===== src/rtl/arb_join2.sv =====
// Two-master to one-slave join: round-robin arbiter with a grant lock held across
// a stalled handshake, plus an ID FIFO that routes in-order read responses back.
module arb_join2 #(
    parameter int RESP_FIFO_DEPTH = 4
) (
    input  logic        clk_i,
    input  logic        rst_i,
    input  logic        m0_req,
    input  logic        m0_we,
    input  logic [31:0] m0_addr,
    input  logic [3:0]  m0_be,
    input  logic [31:0] m0_wdata,
    output logic        m0_ack,
    output logic        m0_resp,
    output logic [31:0] m0_rdata,
    input  logic        m1_req,
    input  logic        m1_we,
    input  logic [31:0] m1_addr,
    input  logic [3:0]  m1_be,
    input  logic [31:0] m1_wdata,
    output logic        m1_ack,
    output logic        m1_resp,
    output logic [31:0] m1_rdata,
    output logic        s_req,
    output logic        s_we,
    output logic [31:0] s_addr,
    output logic [3:0]  s_be,
    output logic [31:0] s_wdata,
    input  logic        s_ack,
    input  logic        s_resp,
    input  logic [31:0] s_rdata
);

    localparam int PTR_W = $clog2(RESP_FIFO_DEPTH);
    localparam int CNT_W = PTR_W + 1;

    typedef enum logic [1:0] {GRANT_NONE, GRANT_M0, GRANT_M1} grant_t;

    grant_t             grant;
    logic               locked;
    logic               lock_id;
    logic               prio;
    logic [CNT_W-1:0]   count;
    logic [PTR_W-1:0]   rd_ptr;
    logic [PTR_W-1:0]   wr_ptr;
    logic               id_mem [RESP_FIFO_DEPTH];
    logic               full;
    logic               elig0;
    logic               elig1;
    logic               handshake;
    logic               push;
    logic               pop;
    logic               head_id;

    // Full is judged on the registered count, so a pop cannot unblock a read in its own cycle.
    assign full  = (count == CNT_W'(RESP_FIFO_DEPTH));
    assign elig0 = m0_req && (m0_we || !full);
    assign elig1 = m1_req && (m1_we || !full);

    always_comb begin
        // NOTE: default assignment first keeps this process free of inferred latches.
        grant = GRANT_NONE;
        if (rst_i) begin
            grant = GRANT_NONE;
        end else if (locked) begin
            grant = lock_id ? GRANT_M1 : GRANT_M0;
        end else if (elig0 && elig1) begin
            grant = prio ? GRANT_M1 : GRANT_M0;
        end else if (elig0) begin
            grant = GRANT_M0;
        end else if (elig1) begin
            grant = GRANT_M1;
        end
    end

    always_comb begin
        s_req   = 1'b0;
        s_we    = 1'b0;
        s_addr  = '0;
        s_be    = '0;
        s_wdata = '0;
        case (grant)
            GRANT_M0: begin
                s_req   = m0_req;
                s_we    = m0_we;
                s_addr  = m0_addr;
                s_be    = m0_be;
                s_wdata = m0_wdata;
            end
            GRANT_M1: begin
                s_req   = m1_req;
                s_we    = m1_we;
                s_addr  = m1_addr;
                s_be    = m1_be;
                s_wdata = m1_wdata;
            end
            default: ;
        endcase
    end

    assign handshake = s_req && s_ack;
    assign push      = handshake && !s_we;
    assign pop       = s_resp && (count != '0) && !rst_i;
    assign head_id   = id_mem[rd_ptr];

    assign m0_ack   = handshake && (grant == GRANT_M0);
    assign m1_ack   = handshake && (grant == GRANT_M1);
    assign m0_resp  = pop && !head_id;
    assign m1_resp  = pop && head_id;
    assign m0_rdata = m0_resp ? s_rdata : '0;
    assign m1_rdata = m1_resp ? s_rdata : '0;

    always_ff @(posedge clk_i) begin
        // NOTE: non-blocking assignments so every register samples pre-edge values.
        if (rst_i) begin
            locked  <= 1'b0;
            lock_id <= 1'b0;
            prio    <= 1'b0;
            count   <= '0;
            rd_ptr  <= '0;
            wr_ptr  <= '0;
        end else begin
            if (handshake) begin
                locked <= 1'b0;
                prio   <= (grant == GRANT_M0);
            end else if (s_req) begin
                locked  <= 1'b1;
                lock_id <= (grant == GRANT_M1);
            end
            if (push) wr_ptr <= wr_ptr + PTR_W'(1);
            if (pop)  rd_ptr <= rd_ptr + PTR_W'(1);
            case ({push, pop})
                2'b10:   count <= count + CNT_W'(1);
                2'b01:   count <= count - CNT_W'(1);
                default: ;
            endcase
        end
    end

    // NOTE: the ID storage has no reset; entries are only read when count says they are valid.
    always_ff @(posedge clk_i) begin
        if (push) id_mem[wr_ptr] <= (grant == GRANT_M1);
    end

endmodule


===== config.mk =====
export PLATFORM = sky130hd
export DESIGN_NAME = arb_join2
export DESIGN_NICKNAME = d
export VERILOG_FILES = /design/src/rtl/arb_join2.sv
export SDC_FILE = /design/constraint.sdc
export NUM_CORES = 1
export LEC_CHECK = 0
export CAP_MARGIN = 10
export CORE_MARGIN = 10
export CORE_UTILIZATION = 22
export CTS_CLUSTER_DIAMETER = 40
export DETAILED_ROUTE_END_ITERATION = 10
export PLACE_DENSITY_LB_ADDON = 0.25
export SYNTH_ARGS = -nofsm -noshare
export SYNTH_HDL_FRONTEND = slang
export SYNTH_SLANG_ARGS = --single-unit

===== constraint.sdc =====
create_clock -name clk_i -period 3.55 [get_ports clk_i]
set_input_delay 0.355 -clock clk_i [delete_from_list [all_inputs] [get_ports clk_i]]
set_output_delay 0.355 -clock clk_i [all_outputs]
set_load 0.02 [all_outputs]

# Yosys cells after proc, flatten, opt, wreduce, memory -nomap -nowiden
# Memory sizes are Yosys's and may differ from the RTL's. A register that Yosys moved wholly into a read port is not among the register bits.
# Cells that the tools add are included.
# Widths: inputs -> output; s select.
[op_classes] add_sub_neg=4 bitwise=1 mux=19 n_eq_ne=5 reduce_logical=21
[ops] operator="$pmux 32 s2" n=2
[ops] operator="$mux 32" n=2
[ops] operator="$mux 2" n=9
[ops] operator="$logic_and 1x1->1" n=11
[ops] operator="$pmux 4 s2" n=1
[ops] operator="$pmux 3 s2" n=1
[ops] operator="$add 2x1->2 const B" n=2
[ops] operator="$eq 2x1->1 const B" n=2
[ops] operator="$eq 2x2->1 const B" n=2
[ops] operator="$logic_not 1->1" n=4
[ops] operator="$pmux 1 s2" n=2
[ops] operator="$add 3x1->3 const B" n=1
[ops] operator="$eq 3x3->1 const B" n=1
[ops] operator="$reduce_bool 3->1" n=1
[ops] operator="$sub 3x1->3 const B" n=1
[ops] operator="$logic_or 1x1->1" n=2
[ops] operator="$mux 1" n=2
[ops] operator="$reduce_and 2->1" n=1
[ops] operator="$reduce_bool 2->1" n=1
[ops] operator="$reduce_or 2->1" n=1
[ops] operator="$not 1->1" n=1
[word_totals] out_inout_bits=138 elab_cells=57 regBits=10 n_memories=1 inputBits=176 ramBits=4
[mem_list] memory="id_mem" depth=4 width=1 rd=1 rd_ports_with_merged_regs=1 wr=1 line_no="46" source="logic id_mem [RESP_FIFO_DEPTH];"

# Longest topological paths before layout
# Gate-level depths: netlist of run 1.
[logic_depth] word_depth=15 depth_mapped=16 depth_no_buf=13

# Least setup slack after synthesis of run 1
# Ideal clock, no wire load.
[synth_path] path_type="register -> register" from="register count[0]" to="register count[2]" required_time_ns=3.479 path_buffers=2 stages_incl_launch_ff=16 arrival_time_ns=3.528 setup_time_ns=0.071 setup_slack_ns=-0.048 synth_period_minus_slack_ns=3.598 cell_sequence="dfxtp_1 or4b_1 and3b_1 o32a_1 ha_1 clkbuf_1 nor2b_1 and3_1 clkbuf_1 inv_1 ha_1 inv_1 fa_1 xor2_1 or3_1 a21oi_1"
[synth_via] elab_chain_cells=15 word_cells_on_any_way=28 classes_between="add/sub: 2; eq/ne: 5; mux: 8; reduce/logical: 13"
[synth_lines] item="start: declaration" line_no="43" source="logic [CNT_W-1:0] count;"
[synth_lines] item="start signal: assignment" line_no="133" source="2'b10: count <= count + CNT_W'(1);"
[synth_lines] item="start signal: assignment" line_no="134" source="2'b01: count <= count - CNT_W'(1);"
[synth_lines] item="$eq 3x3->1" line_no="56" source="assign full = (count == CNT_W'(RESP_FIFO_DEPTH));"
[synth_lines] item="$logic_not 1->1" line_no="57, 58"
[synth_lines] item="$logic_or 1x1->1" line_no="58" source="assign elig1 = m1_req && (m1_we || !full);"
[synth_lines] item="$logic_and 1x1->1" line_no="58"
[synth_lines] item="$mux 2" line_no="71" source="end else if (elig1) begin"
[synth_lines] item="$mux 2" line_no="69" source="end else if (elig0) begin"
[synth_lines] item="$mux 2" line_no="67" source="end else if (elig0 && elig1) begin"
[synth_lines] item="$mux 2" line_no="65" source="end else if (locked) begin"
[synth_lines] item="$mux 2" line_no="63" source="if (rst_i) begin"
[synth_lines] item="$eq 2x2->1 / $eq 2x1->1 (equally long branches)" line_no="82" source="case (grant)"
[synth_lines] item="$pmux 1 s2" line_no="82"
[synth_lines] item="$logic_and 1x1->1 / $logic_not 1->1 (equally long branches)" line_no="101, 102"
[synth_lines] item="$logic_and 1x1->1" line_no="102" source="assign push = handshake && !s_we;"
[synth_lines] item="$eq 2x1->1 / $eq 2x2->1 (equally long branches)" line_no="132" source="case ({push, pop})"
[synth_lines] item="$pmux 3 s2 / $reduce_bool 2->1 (equally long branches)"
# Several ways; a longest one is shown, not always the timed one.
# A chain may end at the register's enable or synchronous reset.

# Worst setup path after layout of run 1
[layout_path] from="input port m1_we" to="output port s_addr[23]"
[layout_via] elab_chain_cells=9 word_cells_on_any_way=11 classes_between="eq/ne: 2; mux: 6; reduce/logical: 3"
[layout_lines] item="start: declaration" line_no="17" source="input logic m1_we,"
[layout_lines] item="$logic_or 1x1->1 *" line_no="58"
[layout_lines] item="$logic_and 1x1->1 *" line_no="58"
[layout_lines] item="$mux 2" line_no="71"
[layout_lines] item="$mux 2" line_no="69"
[layout_lines] item="$mux 2 *" line_no="67"
[layout_lines] item="$mux 2 *" line_no="65"
[layout_lines] item="$mux 2 *" line_no="63"
[layout_lines] item="$eq 2x2->1 / $eq 2x1->1 (equally long branches)" line_no="82"
[layout_lines] item="$pmux 32 s2 *" line_no="82"
[layout_lines] item="end: declaration" line_no="26" source="output logic [31:0] s_addr,"
# Every way passes the cells marked *; elsewhere a longest branch is shown, timed or not.

==> flow_summary.toml, run 1 <==
[run_status]
status = "finished clean"

[route]
drt_iter0_drc = 178
vias = 3815
viasPerCell = 4.967
wl_mm = 15.99
wire_per_inst_um = 20.82
drt-pass1-iter-count = 5
drc = 0
drtAntennaViolNets = 0

[synth]
ys_ff_latch = 16
yosysSeqAreaShare_pct = 16.04
ys.warnings.count = 0
syn_avg_cell_area_um2 = 6.688
synth_cell_type_count = 41
netlist_area_um2 = 2247
syn_nets = 520
syn_inst = 336

[global_route]
antenna_found_initial = 0
overflow = 0
grt_pass1_wl_mm = 22.49
grt_pass1_vias = 3786
track_usage_pct = 19.52
grt_start_max_net_pins = 65

[clock_network]
cts_tree = "done"
cts_setup_buffers = 0
clkSinkCount = 16
cts_buffer_depth = 2
htreeDepth = 1
holdBufCountCts = 0
cts.clk_slew.worst_paths_ns = 0.06
clk_latency_ns = 0.25
cts_root_buffer = "clkbuf_8"
cts_buffers = 3

[sta]
worst_slack_ns = 0.1353
fmax_mhz = 292.9
slew_violations = 0
fin_crit_sh_pct = 96.19
grt_setup_unrepaired = "false"
finalHoldViolCount = 0
setup_viol = 0
finalCriticalPeriod_ns = 3.415
max-slew-margin-rel_pct = 68.28
hold_slack_ns = 0.4672
finClkSkew_ns = 0.001206
tightest_slew_ns = 0.4759

[layout]
drive_gt1_share_pct = 7.244
design_area_um2 = 5673
n_fill_cell = 893
num_antenna_cells = 0
final_cell_mix = "241 x clkdlybuf4s50_1, 75 x nor2_1, 69 x a22oi_1"
final_core_util_pct = 57.51
nNetsFinal = 820
fin_cells = 768
area_delta_synth_final_pct = 152.4
final_common_cell = "clkdlybuf4s50_1"

[floorplanning]
dieArea_um2 = 14660
rows = 36
dieWidth_um = 121.1
io-pin-count = 314
die_h_um = 121.1
start_util_pct = 22.78
core_area_um2 = 9864

[critical_path]
cp_slowest_cell = "clkdlybuf4s50_1"
crit_chain = "clkdlybuf4s50_1, nor4b_2, nor3b_1, a211oi_1, ha_2, buf_8, a22oi_1, nor2_1, clkdlybuf4s50_1"
cp.required_ns = 3.19
crit_top_cell = "clkdlybuf4s50_1"
worstSetupPathType = "in2out"
crit_fanout = 59
r2r_slack_ns = 0.15
slowest_delay_ns = 0.61
cp-end-kind = "output port"
crit_path_start_kind = "input pin"
cp.arrival_ns = 3.06

[placement]
io_buffer_count = 313
place_area_um2 = 5593
gp_congestion = 0.8911
dp_hpwl_mm = 13.78
dp_slack_ns = -0.2323
dp_cells = 764

[run]
max_cap_viol_count = 0

[power_and_ir_drop]
ir_worst_vdd_mv = 0.1160
p_leak_nw = 2.766
pwr_density_cell_nw_per_um2 = 146.5

[worst_hold_path]
min_path_type = "reg2reg"
==> worst max-delay path, delay by kind of cell <==
kind / cells / cell delay [ns]
buffers and inverters: 3 / 1.36
adder cells (fa/ha/maj): 1 / 0.27
AND/OR/NAND/NOR: 3 / 0.54
AO/OA/AOI/OAI: 2 / 0.47
==> stage by stage <==
step | setup TNS (ns) | total power, mW
after detailed placement | -3.150 | 0.6841
after global routing | 0 | 0.8683
after floorplan | 0 | 0.3639
final | 0 | 0.8310
after CTS | 0 | 0.8344
after global placement | -0.4871 | 0.6764
==> power breakdown <==
part,internal (mW),switching [mW],total [mW]
combinational,0.272,0.204,0.477
sequential,0.188,0.00252,0.191
clock,0.0985,0.0650,0.163
==> timing repair <==
item,4_1_cts,5_1_grt
endpoints found under the setup margin,54,22
resized for setup,51,26
pin swaps,0,1
==> synth_stat cells <==
| library cell | n | area share, % |
|---|---|---|
| nor2_1 | 76 | 13 |
| mux2_2 | 2 | 1.0 |
| o32a_1 | 1 | 0.45 |
| nor2b_1 | 3 | 0.84 |
| a22o_1 | 1 | 0.39 |
| o31ai_1 | 2 | 0.67 |
| a21oi_1 | 7 | 1.6 |
| clkbuf_1 | 30 | 5.0 |
| inv_1 | 10 | 1.7 |
| nand2_1 | 1 | 0.17 |
| a22oi_1 | 70 | 23 |
| ha_1 | 7 | 3.9 |
| and3b_1 | 1 | 0.39 |
| mux2i_1 | 3 | 1.3 |
| nor3b_1 | 1 | 0.33 |
| buf_2 | 4 | 0.89 |
| a31oi_1 | 1 | 0.28 |
| nand2b_1 | 1 | 0.28 |
| o41ai_1 | 1 | 0.39 |
| nand3_1 | 2 | 0.45 |
| o21ai_0 | 2 | 0.45 |
| o311ai_0 | 1 | 0.39 |
| o21a_1 | 1 | 0.33 |
| edfxtp_1 | 4 | 5.3 |
| nor4b_1 | 1 | 0.39 |
| and3_1 | 66 | 18 |
| or4b_1 | 1 | 0.45 |
| nor3_2 | 1 | 0.45 |
| and2_1 | 4 | 1.1 |
| or3_1 | 2 | 0.56 |
| a211o_1 | 1 | 0.39 |
| a21bo_2 | 1 | 0.45 |
| o32ai_1 | 1 | 0.39 |
| or4b_2 | 1 | 0.45 |
| a211oi_1 | 1 | 0.33 |
| dfxtp_1 | 12 | 11 |
| buf_1 | 6 | 1.0 |
| nor3_1 | 2 | 0.45 |
| xor2_1 | 2 | 0.78 |
| nand4_1 | 1 | 0.28 |
| fa_1 | 1 | 0.89 |
==> layout make-up <==
type / count / area [um2] / area share (%)
Timing Repair Buffer: 335 / 3318 / 58.49
Multi-Input combinational cell: 270 / 1735 / 30.59
Sequential cell: 16 / 360.3 / 6.352
Tap cell: 133 / 166.4 / 2.933
Clock buffer: 4 / 55.05 / 0.9704
Inverter: 10 / 37.54 / 0.6617
==> cells by family (layout without fill, tap and decap cells) <==
family / Yosys count / count (layout) / share of synthesized area [%]
buffers and inverters: 50 / 349 / 8.575
XOR/XNOR: 2 / 2 / 0.7797
flip-flops: 16 / 16 / 16.04
AND/OR/NAND/NOR: 164 / 164 / 37.64
multiplexers: 5 / 5 / 2.339
AO/OA/AOI/OAI: 91 / 91 / 29.84
adder cells (fa/ha/maj): 8 / 8 / 4.788
==> routing by layer <==
metal  routed length (um)  global-route usage (%)  vias up
met5                    0                       0        -
met4                  277                   3.922        0
met3                 2049                   9.912       20
met2                 8300                   37.93      227
met1                 5364                   17.59     1734
li1                     -                       -     1834
==> final timing paths <==
check	startpoint	end	cells after the start
hold / removal	rd_ptr[1]	rd_ptr[1]	1
setup reg to reg	count[0]	count[2]	13
setup / recovery	m1_we	s_addr[23]	9
hold reg to reg	rd_ptr[1]	rd_ptr[1]	1
Power figures use the tool's default switching activity.
==> inputs of run 2 (changes only) <==
--- a/config.mk
+++ b/config.mk
@@ -10,6 +10,7 @@
 export CORE_UTILIZATION = 22
 export CTS_CLUSTER_DIAMETER = 40
 export DETAILED_ROUTE_END_ITERATION = 10
+export HOLD_SLACK_MARGIN = 0.12
 export PLACE_DENSITY_LB_ADDON = 0.25
 export SYNTH_ARGS = -nofsm -noshare
 export SYNTH_HDL_FRONTEND = slang
==> results of run 2 <==
The final DEF is identical to that of run 1; final timing and power are the same.
